--- config.mk ---
export PLATFORM = sky130hd
export DESIGN_NAME = tea_scheduler
export DESIGN_NICKNAME = d
export VERILOG_FILES = /design/src/rtl/tea_pkg.sv /design/src/rtl/tea_rr_pick.sv /design/src/rtl/tea_scheduler.sv
export SDC_FILE = /design/constraint.sdc
export NUM_CORES = 1
export LEC_CHECK = 0
export ABC_AREA = 1
export CORE_AREA = 2 2 429 431
export CTS_CLUSTER_DIAMETER = 100
export CTS_CLUSTER_SIZE = 14
export DETAILED_ROUTE_END_ITERATION = 10
export DIE_AREA = 0 0 431 433
export GPL_TIMING_DRIVEN = 0
export SLEW_MARGIN = 20
export SYNTH_ARGS = -nofsm -noshare
export SYNTH_HDL_FRONTEND = slang
export SYNTH_SLANG_ARGS = --single-unit
export TNS_END_PERCENT = 100
--- constraint.sdc ---
create_clock -name i_clk -period 7.3 [get_ports i_clk]
set_input_delay 1.095 -clock i_clk [delete_from_list [all_inputs] [get_ports i_clk]]
set_output_delay 1.095 -clock i_clk [all_outputs]
set_load 0.005 [all_outputs]
--- src/rtl/tea_pkg.sv ---
// Shared types and widths for the TEA core scheduler.
package tea_pkg;

    localparam int TEA_BLOCK_W = 64;
    localparam int TEA_KEY_W   = 128;

    typedef enum logic [1:0] {
        ST_IDLE   = 2'd0,
        ST_ISSUE  = 2'd1,
        ST_WAIT   = 2'd2,
        ST_RETURN = 2'd3
    } sched_state_e;

    function automatic int idx_width(input int n);
        return (n > 1) ? $clog2(n) : 1;
    endfunction

endpackage

--- src/rtl/tea_rr_pick.sv ---
// Rotate-priority picker: first valid requester at or above ptr_i, wrapping modulo NUM_REQ.
module tea_rr_pick
    import tea_pkg::*;
#(
    parameter int NUM_REQ = 4,
    parameter int IDX_W   = idx_width(NUM_REQ)
) (
    input  logic [NUM_REQ-1:0] valid_i,
    input  logic [IDX_W-1:0]   ptr_i,
    output logic [NUM_REQ-1:0] grant_o,
    output logic [IDX_W-1:0]   idx_o,
    output logic               any_o
);

    logic [IDX_W:0] cand;

    always_comb begin
        grant_o = '0;
        idx_o   = '0;
        any_o   = 1'b0;
        cand    = '0;
        for (int i = 0; i < NUM_REQ; i++) begin
            cand = {1'b0, ptr_i} + (IDX_W+1)'(i);
            if (cand >= (IDX_W+1)'(NUM_REQ)) begin
                cand = cand - (IDX_W+1)'(NUM_REQ);
            end
            if (!any_o && valid_i[cand[IDX_W-1:0]]) begin
                any_o                     = 1'b1;
                grant_o[cand[IDX_W-1:0]]  = 1'b1;
                idx_o                     = cand[IDX_W-1:0];
            end
        end
    end

endmodule

--- src/rtl/tea_scheduler.sv ---
// Round-robin sharing of one TEA core among NUM_REQ requesters, one transaction in flight.
// Optional core watchdog and stale-result drain enabled by defining TEA_SCHED_TIMEOUT_EN.
module tea_scheduler
    import tea_pkg::*;
#(
    parameter int NUM_REQ        = 4,
    parameter int TIMEOUT_CYCLES = 64
) (
    input  logic                           i_clk,
    input  logic                           i_rst,
    input  logic [NUM_REQ-1:0]             i_req_valid,
    output logic [NUM_REQ-1:0]             o_req_ready,
    input  logic [NUM_REQ*TEA_BLOCK_W-1:0] i_req_data,
    input  logic [NUM_REQ*TEA_KEY_W-1:0]   i_req_key,
    input  logic [NUM_REQ-1:0]             i_req_decrypt,
    output logic [NUM_REQ-1:0]             o_rsp_valid,
    input  logic [NUM_REQ-1:0]             i_rsp_ready,
    output logic [TEA_BLOCK_W-1:0]         o_rsp_data,
    output logic                           o_rsp_err,
    output logic                           o_axis_valid_m,
    input  logic                           i_axis_ready_m,
    output logic [TEA_BLOCK_W-1:0]         o_axis_data_m,
    output logic [TEA_KEY_W-1:0]           o_key_m,
    output logic                           o_decrypt_m,
    input  logic                           i_axis_valid_s,
    output logic                           o_axis_ready_s,
    input  logic [TEA_BLOCK_W-1:0]         i_axis_data_s
);

    localparam int IDX_W = idx_width(NUM_REQ);

    if (NUM_REQ < 2 || NUM_REQ > 8) begin : g_bad_num_req
        $error("tea_scheduler: NUM_REQ must be 2..8");
    end
    if (TIMEOUT_CYCLES < 2 || TIMEOUT_CYCLES > 256) begin : g_bad_timeout
        $error("tea_scheduler: TIMEOUT_CYCLES must fit the 8-bit watchdog");
    end

    sched_state_e           state_q, state_d;
    logic [IDX_W-1:0]       rr_ptr_q, rr_ptr_d;
    logic [IDX_W-1:0]       id_q, id_d;
    logic [TEA_BLOCK_W-1:0] data_q, data_d;
    logic [TEA_KEY_W-1:0]   key_q, key_d;
    logic                   dec_q, dec_d;
    logic [TEA_BLOCK_W-1:0] result_q, result_d;
    logic                   err_set, err_clr;
    logic                   timeout;

    logic [NUM_REQ-1:0]     pick_gnt;
    logic [IDX_W-1:0]       pick_idx;
    logic                   pick_any;

    tea_rr_pick #(
        .NUM_REQ (NUM_REQ),
        .IDX_W   (IDX_W)
    ) u_pick (
        .valid_i (i_req_valid),
        .ptr_i   (rr_ptr_q),
        .grant_o (pick_gnt),
        .idx_o   (pick_idx),
        .any_o   (pick_any)
    );

`ifdef TEA_SCHED_TIMEOUT_EN
    localparam logic [7:0] TO_LAST = 8'(TIMEOUT_CYCLES - 1);

    logic [7:0] wd_cnt_q;
    logic       err_q;
    logic       drain_q;

    assign timeout = (state_q == ST_WAIT) && !i_axis_valid_s && (wd_cnt_q == TO_LAST);

    // Counter is zero on WAIT entry because it is held clear in every other state.
    always_ff @(posedge i_clk) begin
        if (i_rst) begin
            wd_cnt_q <= '0;
            err_q    <= 1'b0;
            drain_q  <= 1'b0;
        end else begin
            wd_cnt_q <= (state_q == ST_WAIT) ? wd_cnt_q + 8'd1 : 8'd0;
            drain_q  <= 1'b1;
            if (err_set) begin
                err_q <= 1'b1;
            end else if (err_clr) begin
                err_q <= 1'b0;
            end
        end
    end

    assign o_rsp_err      = err_q;
    assign o_axis_ready_s = (state_q == ST_WAIT) || ((state_q == ST_IDLE) && drain_q);
`else
    assign timeout        = 1'b0;
    assign o_rsp_err      = 1'b0;
    assign o_axis_ready_s = (state_q == ST_WAIT);
`endif

    always_comb begin
        state_d  = state_q;
        rr_ptr_d = rr_ptr_q;
        id_d     = id_q;
        data_d   = data_q;
        key_d    = key_q;
        dec_d    = dec_q;
        result_d = result_q;
        err_set  = 1'b0;
        err_clr  = 1'b0;
        unique case (state_q)
            ST_IDLE: begin
                if (pick_any) begin
                    id_d    = pick_idx;
                    data_d  = i_req_data[pick_idx*TEA_BLOCK_W +: TEA_BLOCK_W];
                    key_d   = i_req_key[pick_idx*TEA_KEY_W +: TEA_KEY_W];
                    dec_d   = i_req_decrypt[pick_idx];
                    state_d = ST_ISSUE;
                end
            end
            ST_ISSUE: begin
                if (i_axis_ready_m) begin
                    state_d = ST_WAIT;
                end
            end
            ST_WAIT: begin
                if (i_axis_valid_s) begin
                    result_d = i_axis_data_s;
                    err_clr  = 1'b1;
                    state_d  = ST_RETURN;
                end else if (timeout) begin
                    result_d = '0;
                    err_set  = 1'b1;
                    state_d  = ST_RETURN;
                end
            end
            ST_RETURN: begin
                if (i_rsp_ready[id_q]) begin
                    rr_ptr_d = (id_q == IDX_W'(NUM_REQ - 1)) ? '0 : id_q + 1'b1;
                    state_d  = ST_IDLE;
                end
            end
            default: state_d = ST_IDLE;
        endcase
    end

    // Payload registers are reset too so the core-facing bus reads zero after reset.
    always_ff @(posedge i_clk) begin
        if (i_rst) begin
            state_q  <= ST_IDLE;
            rr_ptr_q <= '0;
            id_q     <= '0;
            data_q   <= '0;
            key_q    <= '0;
            dec_q    <= 1'b0;
            result_q <= '0;
        end else begin
            state_q  <= state_d;
            rr_ptr_q <= rr_ptr_d;
            id_q     <= id_d;
            data_q   <= data_d;
            key_q    <= key_d;
            dec_q    <= dec_d;
            result_q <= result_d;
        end
    end

    assign o_req_ready    = (state_q == ST_IDLE) ? pick_gnt : '0;
    assign o_axis_valid_m = (state_q == ST_ISSUE);
    assign o_axis_data_m  = data_q;
    assign o_key_m        = key_q;
    assign o_decrypt_m    = dec_q;
    assign o_rsp_valid    = (state_q == ST_RETURN) ? (NUM_REQ'(1) << id_q) : '0;
    assign o_rsp_data     = result_q;

endmodule

## Word level (Yosys, flattened, before mapping)

Index checks and enable logic that the tools add are counted.

- Bits in registers: 263
- Bits in latches: 0
- RAM bits: 0
- Memory bits (read-only): 0
- Bits of input ports: 848
- Output and inout port bits: 268
- Word-level logic and storage cells: 102
- Memories: 0

- Add/subtract/negate cells: 8
- Multipliers: 0
- Div/mod/pow operators: 0
- Magnitude comparators: 14
- Equal/unequal tests: 8
- Shifts and indexed selects: 3
- Muxes and demuxes: 44
- Bitwise operators: 3
- Reductions and logical operators: 15

Operators with widths:

| operator | count |
|---|---|
| 512-bit by 10-bit variable part select with 128-bit output | 1 |
| 256-bit by 9-bit variable part select with 64-bit output | 1 |
| 2-bit two-way mux | 13 |
| 4-bit two-way mux | 6 |
| 2-bit by 3-bit < comparator with 1-bit output, second input constant | 6 |
| 1-bit two-way mux | 14 |
| 1-bit binary-select mux with 2-bit select | 6 |
| 4-bit bitwise OR | 3 |
| 3-bit greater-or-equal comparator, second input constant | 3 |
| 1-bit demux with 2-bit select | 4 |
| 2-bit by 1-bit greater-or-equal comparator with 1-bit output, second input constant | 4 |
| 2-bit case mux with 4 select lines | 1 |
| 2-bit by 1-bit subtractor with 2-bit output, second input constant | 4 |
| 1-bit logical AND | 7 |
| 2-bit by 2-bit adder with 3-bit output, second input constant | 2 |
| 2-bit == test, second input constant | 3 |
| 2-bit != test, second input constant | 3 |
| 2-bit AND reduction | 3 |
| 4-bit AND reduction | 1 |
| 1-bit by 2-bit left shift with 4-bit output, first input constant | 1 |
| 2-bit by 1-bit adder with 3-bit output, second input constant | 1 |
| 2-bit by 3-bit greater-or-equal comparator with 1-bit output, second input constant | 1 |
| 1-bit zero test | 3 |
| 2-bit by 1-bit adder with 2-bit output, second input constant | 1 |
| 3 further kinds | 3 |

## Logic depth before layout (Yosys ltp)

Gate-level depths: netlist of the first run.

- Depth in word-level cells: 16
- Gate-level depth with buffers: 17
- Mapped depth without buffers: 14

## Cells and area by module

Synthesis of the first run repeated with hierarchy kept, for this count alone.

- Cells, all modules: 2,746
- Area total of the unflattened synthesis: 16,299.4 um^2

Modules (own cells, without submodules):

| module | times used | cells an instance | area each (um^2) |
|---|---|---|---|
| tea_scheduler | 1 | 2,672 | 15,859.0 |
| tea_rr_pick | 1 | 74 | 440.4 |

## Worst setup path after synthesis of the first run

Ideal clock, no wire load.

- Kind: input port to output port
- Start point: input i_req_valid[3]
- End point: output o_req_ready[3]
- Data arrival time: 1,998 ps
- Slack: 4,207 ps
- Cell stages on the path: 9
- Cells stage by stage: inv_1 -> nand2_1 -> nand3_2 -> nand2_4 -> nor3_1 -> nand3_1 -> nand4_1 -> nand2_1 -> inv_1

- Longest elaborated chain between the ends: 13
- Elaborated cells on any way between the ends: 25
- Those cells by class: mux: 16; bitwise: 3; reduce/logical: 6

RTL lines:

| what | line | RTL |
|---|---|---|
| start: declaration | tea_scheduler.sv:11 | `input logic [NUM_REQ-1:0] i_req_valid,` |
| 1-bit binary-select mux with 2-bit select | tea_rr_pick.sv:27 | `if (!any_o && valid_i[cand[IDX_W-1:0]]) begin` |
| 1-bit two-way mux (implied by the code) | tea_rr_pick.sv:27 |  |
| 1-bit two-way mux | tea_rr_pick.sv:27 |  |
| 1-bit zero test | tea_rr_pick.sv:27 |  |
| 1-bit logical AND | tea_rr_pick.sv:27 |  |
| 1-bit two-way mux | tea_rr_pick.sv:27 |  |
| 1-bit zero test | tea_rr_pick.sv:27 |  |
| 1-bit logical AND | tea_rr_pick.sv:27 |  |
| 1-bit two-way mux | tea_rr_pick.sv:27 |  |
| 1-bit zero test | tea_rr_pick.sv:27 |  |
| 1-bit logical AND | tea_rr_pick.sv:27 |  |
| 4-bit two-way mux (*) | tea_rr_pick.sv:27 |  |
| 4-bit two-way mux (*) | tea_scheduler.sv:165 | `assign o_req_ready = (state_q == ST_IDLE) ? pick_gnt : '0;` |
| end: declaration | tea_scheduler.sv:12 | `output logic [NUM_REQ-1:0] o_req_ready,` |

Mark *: on every way between the ends. The rest lies on a longest branch, timed or not. The select of a mux whose other input is x is not followed.

## Worst setup path in the final report of the first run

- Start point: register rr_ptr_q[1]
- End point: register key_q[39], in the netlist o_key_m[39]

- Longest elaborated chain between the ends: 15
- Elaborated cells on any way between the ends: 39
- Those cells by class: add/sub: 7; order compare: 4; shift: 1; mux: 20; reduce/logical: 7

RTL lines:

| what | line | RTL |
|---|---|---|
| start: declaration | tea_scheduler.sv:40 | `logic [IDX_W-1:0] rr_ptr_q, rr_ptr_d;` |
| start signal: assignment | tea_scheduler.sv:156 | `rr_ptr_q <= rr_ptr_d;` |
| parallel branches: the longest is 15 deep, another holds 2-bit by 1-bit adder with 3-bit output | - |  |
| end signal: assignment | tea_scheduler.sv:159 | `key_q <= key_d;` |
| end: declaration | tea_scheduler.sv:43 | `logic [TEA_KEY_W-1:0] key_q, key_d;` |

Several ways; the timed one is not identified. The select of a mux whose other input is x is not followed.
A chain may end at the register's enable or synchronous reset.

==> flow_summary.yaml, run 1 <==
cts:
  clk_transition_reported_paths_ps: 70
  postCtsResizedCells: 0
  holdBufCountCts: 0
  clk_latency_ps: 670
  cts_tree: "done"
  clock_path_buffers: 3
  cts_buffers: 30
  clock-root-buffer: "clkbuf_16"
  post-cts-setup-buffer-count: 0
  htree_levels: 1
  clock_sinks: 263
setup_path:
  r2r_slack_ps: 2530
  crit_cells: 12
  crit_path_start: "rr_ptr_q[1]"
  critPathCaptureType: "flop"
  start_kind: "flop"
  critPathTopFamily: "buffers and inverters"
  critPathMaxFanout: 11
  max_stage_delay_ps: 700
  reg2reg_from: "rr_ptr_q[1]"
  crit_arrival_ps: 5360
  crit_buf_inv: 4
  crit_type: "flop to flop"
  ff2ff_path_depth: 12
  cp_cell_sequence: "inv_1 -> ha_1 -> inv_1 -> nand3_1 -> nand2_1 -> nor2_4 -> nand3_2 -> nand3_2 -> buf_2 -> clkbuf_1 -> a21oi_1 -> nor2_1"
  crit_path_top_delay_cell: "clkbuf_1"
  cp.required_ps: 7900
timing:
  period_minus_slack_ps: 4770
  max_slew_margin_pct: 31.9
  fmax_mhz: 210
  setup-violations-final: 0
  worst_slew_pin_slew_ps: 1020
  timing_hold_violations_final: 0
  setup_tns_ps: 0
  post-route-period-util_pct: 65.3
  drv_slew: 0
  clock_skew_ps: 37.9
  grt_setup_unrepaired: "no"
synthesis:
  yosysWarnings: 0
  synth_mux_area_share_pct: 0
  synth-compound-area-share_pct: 5.05
  synthesis.area_sq_um: 17500
  yosysTopAreaCellShare_pct: 30.0
  synth_seq_cells: 263
  synthDistinctLibCells: 25
  synthSimpleGateAreaFrac_pct: 48.4
  ys_top_cells_by_area: "dfxtp_1 30%, nand2_1 21%, nand3_1 14%"
  syn_avg_cell_area_sq_um: 5.51
  synth-adder-area-share_pct: 1.07
  yosysSeqAreaShare_pct: 30.0
  yosysTopAreaCell: "dfxtp_1"
  synth_cells: 3179
  syn_nets: 4042
  synth_top_family_by_area: "simple AND/OR/NAND/NOR gates"
  synth_xor_area_share_pct: 0
layout:
  multi_input_area_sq_um: 9560
  area_delta_synth_final_pct: 87.0
  drive_above_1_share_pct: 3.98
  nets: 5188
  filler_cell_count: 21000
  final-seq-area_sq_um: 5270
grt:
  grt_start_max_net_pins: 16
  overflow: 0
  grt_pass1_wl_um: 226000
  grt_pass1_vias: 24700
  grt.total_usage_pct: 18.1
  antenna_found_initial: 50
placement:
  gp_congestion: 0.958
  io_buffers: 1113
  hpwl_um: 154000
route:
  drt-total-wl_um: 178000
  drc: 0
  vias: 25600
  first_iter_violations: 1870
  drt_pass1_iterations: 6
  viasPerCell: 3.79
  routedWlPerCell_um: 26.3
  ant_nets: 0
die:
  die-area_sq_um: 187000
  rows: 157
  die_w_um: 431
  num_io_pins: 1116
  initial_core_util_pct: 9.62
  core_area_sq_um: 182000
  dieHeight_um: 433
power_and_ir_drop:
  ir_worst_vdd_mv: 0.203
  p_per_area_nw_per_um2: 382
  total_power_mw: 12.5
  power.leakage_nw: 14.8
run_status:
  status: "complete, no violations"
min_path:
  min-delay-start: "o_rsp_data[27]"
  min_path_type: "flop to flop"
  holdPathStages: 2
job:
  drv_cap: 0
## path summary, 6_finish.rpt
check,to
worst max register to register,o_key_m[39]
worst min-delay path,o_rsp_data[27]
worst max-delay path,o_key_m[39]
worst min register to register,o_rsp_data[27]
## synthesized netlist by cell type (all sizes together)
library cell and n:
a21oi 96, buf 131, conb 1, o22ai 1, nand3b 29, nor3 2, nand2 966, inv 459
o21ai 69, nor2 551, a211oi 3, dfxtp 263, a21boi 1, ha 15, nand3 502, nand4 3
a22oi 3, clkbuf 84
## cells in the final DEF, fill, tap and decap left out, types with 3 or more instances in the layout
cell and count:
buf_1 23, clkbuf_2 6, clkbuf_16 30, clkinv_8 5, nand4_1 3, clkdlybuf4s50_1 1113, a211oi_1 3, nand3b_1 29
inv_6 3, inv_2 4, nand2_1 965, nand3_2 4, inv_1 455, nand3_1 498, nor2_1 550, diode_2 24
a22oi_1 3, a21oi_1 96, dfxtp_1 263, bufinv_16 4, buf_2 99, ha_1 15, clkinvlp_4 3, buf_4 7
clkbuf_1 80, o21ai_0 69
## worst reg2reg max path, cell delays in order, from the launching register on
cell      delay, ps
dfxtp_1         520
inv_1           250
ha_1            450
inv_1           100
nand3_1          90
nand2_1         110
nor2_4          190
nand3_2         460
nand3_2         550
buf_2           700
clkbuf_1        720
a21oi_1         400
nor2_1          160
## through the flow
stage | hold slack, ps | instances | instance area (sq um) | util (%) | setup slack, ps
after floorplan | 480 | 3179 | 17500 | - | 4210
after global placement | 463 | 6677 | 31600 | 17.4 | 1820
after detailed placement | 471 | 6678 | 31700 | 17.4 | 1820
after CTS | 490 | 6728 | 32700 | 18.0 | 2240
after global routing | 503 | 6742 | 32700 | 18.0 | 2150
final | 483 | 6752 | 32800 | 18.0 | 2530
## layer usage
metal	share of wire [%]	global-route usage [%]
met1	38	20.5
met2	50	31.9
met3	8.9	5.14
met4	3.5	6.87
met5	0.051	0
## registers in the layout, summed over array words and instances (netlist names)
signal,cells
o_axis_data_m,64
rr_ptr_q,2
o_key_m,128
id_q,2
o_rsp_data,64
state_q,2
o_decrypt_m,1
## cells by family (layout without fill, tap and decap cells)
kind of cell	Yosys count	in the layout
buffers and inverters	674	1838
adder cells (fa/ha/maj)	15	15
AND/OR/NAND/NOR	2053	2053
other	1	25
AO/OA/AOI/OAI	173	173
flip-flops	263	263
## cell type report
| cell class | count | share of cell area [%] |
|---|---|---|
| timing repair buffer | 1114 | 34.1 |
| multi-input combinational | 2242 | 29.2 |
| sequential | 263 | 16.1 |
| tap | 2385 | 9.11 |
| inverter | 459 | 5.26 |
| buffer | 215 | 2.99 |
| clock buffer | 32 | 2.31 |
| clock inverter | 18 | 0.821 |
| antenna | 24 | 0.183 |
## power breakdown
group / internal [mW] / switching [mW] / leakage, nW
clock: 0.906 / 0.802 / 0.489
combinational: 2.86 / 5.49 / 12.2
sequential: 2.06 / 0.403 / 2.17
total: 5.83 / 6.70 / 14.8
Power figures use the tool's default switching activity.
==> run 2, diff against run 1 <==
--- a/config.mk
+++ b/config.mk
@@ -6,11 +6,11 @@
 export NUM_CORES = 1
 export LEC_CHECK = 0
 export ABC_AREA = 1
-export CORE_AREA = 2 2 429 431
+export CORE_AREA = 2 2 439 441
 export CTS_CLUSTER_DIAMETER = 100
 export CTS_CLUSTER_SIZE = 14
 export DETAILED_ROUTE_END_ITERATION = 10
-export DIE_AREA = 0 0 431 433
+export DIE_AREA = 0 0 441 443
 export GPL_TIMING_DRIVEN = 0
 export SLEW_MARGIN = 20
 export SYNTH_ARGS = -nofsm -noshare
==> constraint.sdc (replaced) <==
create_clock -name i_clk -period 4.2 [get_ports i_clk]
set_input_delay 0.63 -clock i_clk [delete_from_list [all_inputs] [get_ports i_clk]]
set_output_delay 0.63 -clock i_clk [all_outputs]
set_load 0.005 [all_outputs]
==> flow_summary.yaml, run 2 (synthesis results as in run 1) <==
run_status:
  status: "complete, no violations"
die:
  initial_core_util_pct: 9.17
  dieHeight_um: 443
  die-area_sq_um: 195000
  die_w_um: 441
  core_area_sq_um: 191000
  num_io_pins: 1116
  rows: 161
route:
  drt-total-wl_um: 183000
  ant_nets: 0
  drc: 0
  routedWlPerCell_um: 26.6
  vias: 25300
  viasPerCell: 3.68
  first_iter_violations: 1908
  drt_pass1_iterations: 6
setup_path:
  cp_cell_sequence: "inv_1 -> ha_1 -> inv_1 -> nand3_1 -> nand2_1 -> nor3_2 -> nand3_1 -> nand3_1 -> nand2_1 -> inv_1 -> clkdlybuf4s50_1"
  cp.required_ps: 3570
  critPathCaptureType: "output pin"
  crit_type: "flop to output pin"
  critPathMaxFanout: 8
  crit_arrival_ps: 3370
  max_stage_delay_ps: 540
  start_kind: "flop"
  crit_path_top_delay_cell: "clkdlybuf4s50_1"
cts:
  cts_tree: "done"
  clock-root-buffer: "clkbuf_16"
  clk_transition_reported_paths_ps: 80
  cts_buffers: 30
  holdBufCountCts: 0
  clock_path_buffers: 3
  clock_sinks: 263
  htree_levels: 1
  clk_latency_ps: 680
layout:
  layout_common_cells: "1113 x clkdlybuf4s50_1, 964 x nand2_1, 550 x nor2_1, 496 x nand3_1, 455 x inv_1"
  area_delta_synth_final_pct: 88.3
  multi_input_area_sq_um: 9620
  design_area_sq_um: 33000
  final_common_cell: "clkdlybuf4s50_1"
  stdcell_count: 6882
  final-seq-area_sq_um: 5270
  largest_register_ffs: 128
  drive_above_1_share_pct: 4.35
  nets: 5188
  filler_cell_count: 22100
timing:
  post-route-period-util_pct: 95.2
  setup-violations-final: 0
  period_minus_slack_ps: 4000
  timing.final.ws_setup_ps: 202
  fmax_mhz: 250
  max_slew_margin_pct: 32.3
  worst_slew_pin_slew_ps: 1020
  holdWs_ps: 478
  timing_hold_violations_final: 0
  drv_slew: 0
  clock_skew_ps: 49.8
placement:
  hpwl_um: 158000
  gp_congestion: 0.931
  io_buffers: 1113
  pre_cts_ws_ps: -814
  dpl_cell_area_sq_um: 31900
  dp.cells: 6820
min_path:
  min_path_type: "flop to flop"
grt:
  grt.total_usage_pct: 17.9
  overflow: 0
  use_met3_pct: 4.14
  grt_pass1_vias: 24500
  use_met2_pct: 32.2
  grt_pass1_wl_um: 233000
  grt_use_met1_pct: 20.6
  antenna_found_initial: 53
  grt_start_max_net_pins: 16
  top_usage_layer: "met2"
power_and_ir_drop:
  ir_worst_vdd_mv: 0.412
  power.leakage_nw: 14.9
  total_power_mw: 21.9
  p_per_area_nw_per_um2: 665
job:
  drv_cap: 0
## run 2: cell types whose count changed in the layout (fill, tap and decap cells not counted), moves of 5 or more
cell / change
a21oi_2: +5
buf_2: -8
buf_4: +9
clkbuf_2: +6
a21oi_1: -5
clkbuf_1: -6
diode_2: -8
## run 2: layout make-up
class | count | area share [%]
Multi-Input combinational cell | 2242 | 29.1
Sequential cell | 263 | 16.0
Clock buffer | 33 | 2.31
Antenna cell | 16 | 0.121
Inverter | 459 | 5.22
Buffer | 214 | 3.11
Clock inverter | 14 | 0.641
Tap cell | 2526 | 9.58
Timing Repair Buffer | 1115 | 33.9
## run 2: metrics by stage
step	util (%)	TNS [ps]
final	17.3	0
after floorplan	-	0
after global placement	16.6	-51480
after global routing	17.3	-0.239
after CTS	17.2	0
after detailed placement	16.7	-53910
## run 2: final timing paths
check / from / to / slack [ps] / cells past startpoint
setup / recovery: rr_ptr_q[1] / o_req_ready[0] / 200 / 11
hold / removal: o_rsp_data[35] / o_rsp_data[35] / 480 / 2
setup reg to reg: rr_ptr_q[1] / o_key_m[14] / 270 / 15
hold reg to reg: o_rsp_data[35] / o_rsp_data[35] / 480 / 2
## run 2: timing repair
item                                    in CTS  in global routing
endpoints found under the setup margin     168                 19
buffers inserted                             0                  0
gates resized for setup                     27                  8
## run 2: layer usage
layer	up-vias	wire (um)
li1	12000	-
met1	12100	71300
met3	177	13000
met5	-	72
met4	10	6470
met2	1112	92400
## run 2: critical path, delay by kind of cell (launching register included)
| family | cells | cell delay (ps) |
|---|---|---|
| buf+inv | 4 | 920 |
| simple gates | 6 | 830 |
| fa+ha+maj | 1 | 430 |
| flops | 1 | 500 |
## run 2: power breakdown
group,switching [mW],internal (mW)
clock,1.42,1.46
combinational,9.70,5.03
sequential,0.738,3.59
==> run 3, diff against run 2 <==
--- a/config.mk
+++ b/config.mk
@@ -5,13 +5,14 @@
 export SDC_FILE = /design/constraint.sdc
 export NUM_CORES = 1
 export LEC_CHECK = 0
-export ABC_AREA = 1
-export CORE_AREA = 2 2 439 441
+export ABC_AREA = 0
+export CORE_AREA = 2 2 434 436
 export CTS_CLUSTER_DIAMETER = 100
-export CTS_CLUSTER_SIZE = 14
+export CTS_CLUSTER_SIZE = 10
 export DETAILED_ROUTE_END_ITERATION = 10
-export DIE_AREA = 0 0 441 443
+export DIE_AREA = 0 0 436 438
 export GPL_TIMING_DRIVEN = 0
+export MAX_ROUTING_LAYER = met4
 export SLEW_MARGIN = 20
 export SYNTH_ARGS = -nofsm -noshare
 export SYNTH_HDL_FRONTEND = slang
==> flow_summary.yaml, run 3 <==
route:
  vias: 20500
  drc: 0
  ant_nets: 0
  first_iter_violations: 1743
  drt_pass1_iterations: 5
  routedWlPerCell_um: 33.5
  viasPerCell: 3.77
  drt-total-wl_um: 182000
cts:
  cts_buffers: 41
  clk_transition_reported_paths_ps: 50
  clock_sinks: 263
  clk_latency_ps: 650
  postCtsResizedCells: 30
  post-cts-setup-buffer-count: 0
  clock-root-buffer: "clkbuf_16"
  cts_tree: "done"
  holdBufCountCts: 0
  clock_path_buffers: 3
  htree_levels: 2
setup_path:
  cpMostUsedCell: "buf_6"
  crit_path_start: "rr_ptr_q[0]"
  crit_buf_inv: 6
  max_stage_delay_ps: 710
  ff2ff_path_depth: 13
  crit_cells: 13
  cp.required_ps: 4680
  critPathCaptureType: "flop"
  critPathMaxFanout: 10
  start_kind: "flop"
  crit_type: "flop to flop"
  reg2reg_from: "rr_ptr_q[0]"
  critPathTopFamily: "buffers and inverters"
  cp_cell_sequence: "buf_6 -> buf_6 -> inv_1 -> ha_4 -> mux4_2 -> nor2b_4 -> o21ai_2 -> nand2_2 -> buf_6 -> buf_6 -> buf_4 -> mux2i_1 -> o211ai_1"
  crit_arrival_ps: 4520
  crit_path_top_delay_cell: "mux2i_1"
timing:
  clock_skew_ps: 43.0
  drv_slew: 0
  period_minus_slack_ps: 4040
  timing_hold_violations_final: 0
  fmax_mhz: 247
  max_slew_margin_pct: 31.7
  worst_slew_pin_slew_ps: 1020
  grt_setup_unrepaired: "no"
  setup-violations-final: 0
  post-route-period-util_pct: 96.2
synthesis:
  ys_top_cells_by_area: "dfxtp_1 36%, mux2i_1 7.2%, nor4b_1 6.1%"
  syn_nets: 2591
  syn_avg_cell_area_sq_um: 8.54
  synthFlopType: "dfxtp_1"
  synthDistinctLibCells: 44
  synth_edf_count: 0
  async_reset_ff_share_pct: 0
  yosysWarnings: 0
  yosysTopAreaCellShare_pct: 35.7
  synth_commonest_cells: "263 x dfxtp_1, 235 x nand2_1, 166 x a21oi_1"
  synth_cells: 1728
  yosysSeqAreaShare_pct: 35.7
  synth_seq_cells: 263
  yosysMostFrequentCell: "dfxtp_1"
  synthesis.area_sq_um: 14800
  yosysTopAreaCell: "dfxtp_1"
layout:
  largest_register_ffs: 128
  fin_util_pct: 16.4
  filler_cell_count: 21200
  nets: 3748
  drive_above_1_share_pct: 8.06
  layout_common_cells: "1107 x clkdlybuf4s50_1, 261 x dfxtp_1, 235 x nand2_1, 164 x a21oi_1, 127 x clkbuf_1"
  final_common_cell: "clkdlybuf4s50_1"
  design_area_sq_um: 30600
  area_delta_synth_final_pct: 108
die:
  dieHeight_um: 438
  num_io_pins: 1116
  die-area_sq_um: 191000
  die_w_um: 436
  initial_core_util_pct: 7.91
  rows: 159
  core_area_sq_um: 187000
run_status:
  status: "complete, no violations"
placement:
  gp_congestion: 1.02
  io_buffers: 1111
  hpwl_um: 160000
  dpl_cell_area_sq_um: 29100
power_and_ir_drop:
  total_power_mw: 14.9
  p_sw_share_pct: 43.5
  p_per_area_nw_per_um2: 488
  pwr-share-seq_pct: 25.2
  p_switching_mw: 6.50
  clkPwrFrac_pct: 24.0
  power.leakage_nw: 10.0
  ir_worst_vdd_mv: 0.230
  cellInternalPower_mw: 8.45
  pwr-share-comb_pct: 50.9
grt:
  overflow: 0
  grt.total_usage_pct: 18.7
  grt_pass1_vias: 20100
  grt_pass1_wl_um: 224000
  grt_start_max_net_pins: 11
  antenna_found_initial: 100
min_path:
  holdPathStages: 2
  min-delay-start: "o_rsp_data[46]"
  min_path_type: "flop to flop"
job:
  drv_cap: 0
==> run 3: cell count changes in the layout (fill, tap and decap cells not counted), moves of 103 or more <==
cell	previous run	this run
nor4b_1	0	103
nor2_1	550	15
nand2_1	964	235
o211ai_1	0	103
nand3_1	496	90
inv_1	455	10
==> run 3: final cells by class <==
type                       instances  area, sq um  share of cell area, %
tap                             2495         3120                   10.2
inverter                          10         37.5                  0.122
clock buffer                      45         1080                   3.54
buffer                           199          925                   3.02
clock inverter                    16          200                  0.653
multi-input combinational       1255         8690                   28.4
timing repair buffer            1115        11200                   36.6
sequential                       263         5270                   17.2
antenna                           43          108                  0.351
==> run 3: worst paths after layout <==
| check | to | slack, ps |
|---|---|---|
| hold / removal | o_rsp_data[46] | 460 |
| hold reg to reg | o_rsp_data[46] | 460 |
| setup reg to reg | o_key_m[105] | 160 |
| setup / recovery | o_key_m[105] | 160 |
==> run 3: logic make-up (layout without fill, tap and decap cells) <==
logic type	count (synthesis)	count (layout)	share of synthesized area [%]
DFF	263	263	35.7
and+or+nand+nor	466	466	16.6
other	1	44	0.0254
adders and majority gates	15	15	1.27
muxes	200	200	14.7
AOI/OAI and AO/OA	573	573	25.5
buffers and inverters	210	1385	6.28
==> run 3: power by group through the flow <==
stage,combinational (mW),clock (mW),sequential [mW]
finish,7.60,3.58,3.76
floorplan,2.46,0,3.70
detailed placement,7.67,0,3.80
CTS,7.74,3.72,3.76
global route,8.02,3.79,3.83
global placement,7.64,0,3.78
==> run 3: metal layers <==
| metal | wire, um | track usage, % | up-vias | part of all wire (%) |
|---|---|---|---|---|
| li1 | - | - | 8936 | - |
| met1 | 73300 | 22.4 | 10200 | 40 |
| met2 | 84800 | 29.8 | 1198 | 46 |
| met3 | 18000 | 5.88 | 229 | 9.9 |
| met4 | 6270 | 5.67 | 0 | 3.4 |
| met5 | 0 | - | - | 0 |
==> run 3: tightest hold or removal path, delay by kind of cell, from the launching register on <==
kind               cells  cell delay, ps
DFF                    1             310
AOI/OAI and AO/OA      1              50
and+or+nand+nor        1              50
==> run 3: through the flow <==
| stage | worst slack [ps] | hold slack (ps) | instances | TNS, ps |
|---|---|---|---|---|
| after floorplan | 983 | 453 | 1728 | 0 |
| after global placement | -2360 | 448 | 5334 | -278750 |
| after detailed placement | -1080 | 449 | 5338 | -103170 |
| after CTS | 19.5 | 455 | 5398 | 0 |
| after global routing | 34.6 | 466 | 5426 | 0 |
| final | 159 | 457 | 5441 | 0 |
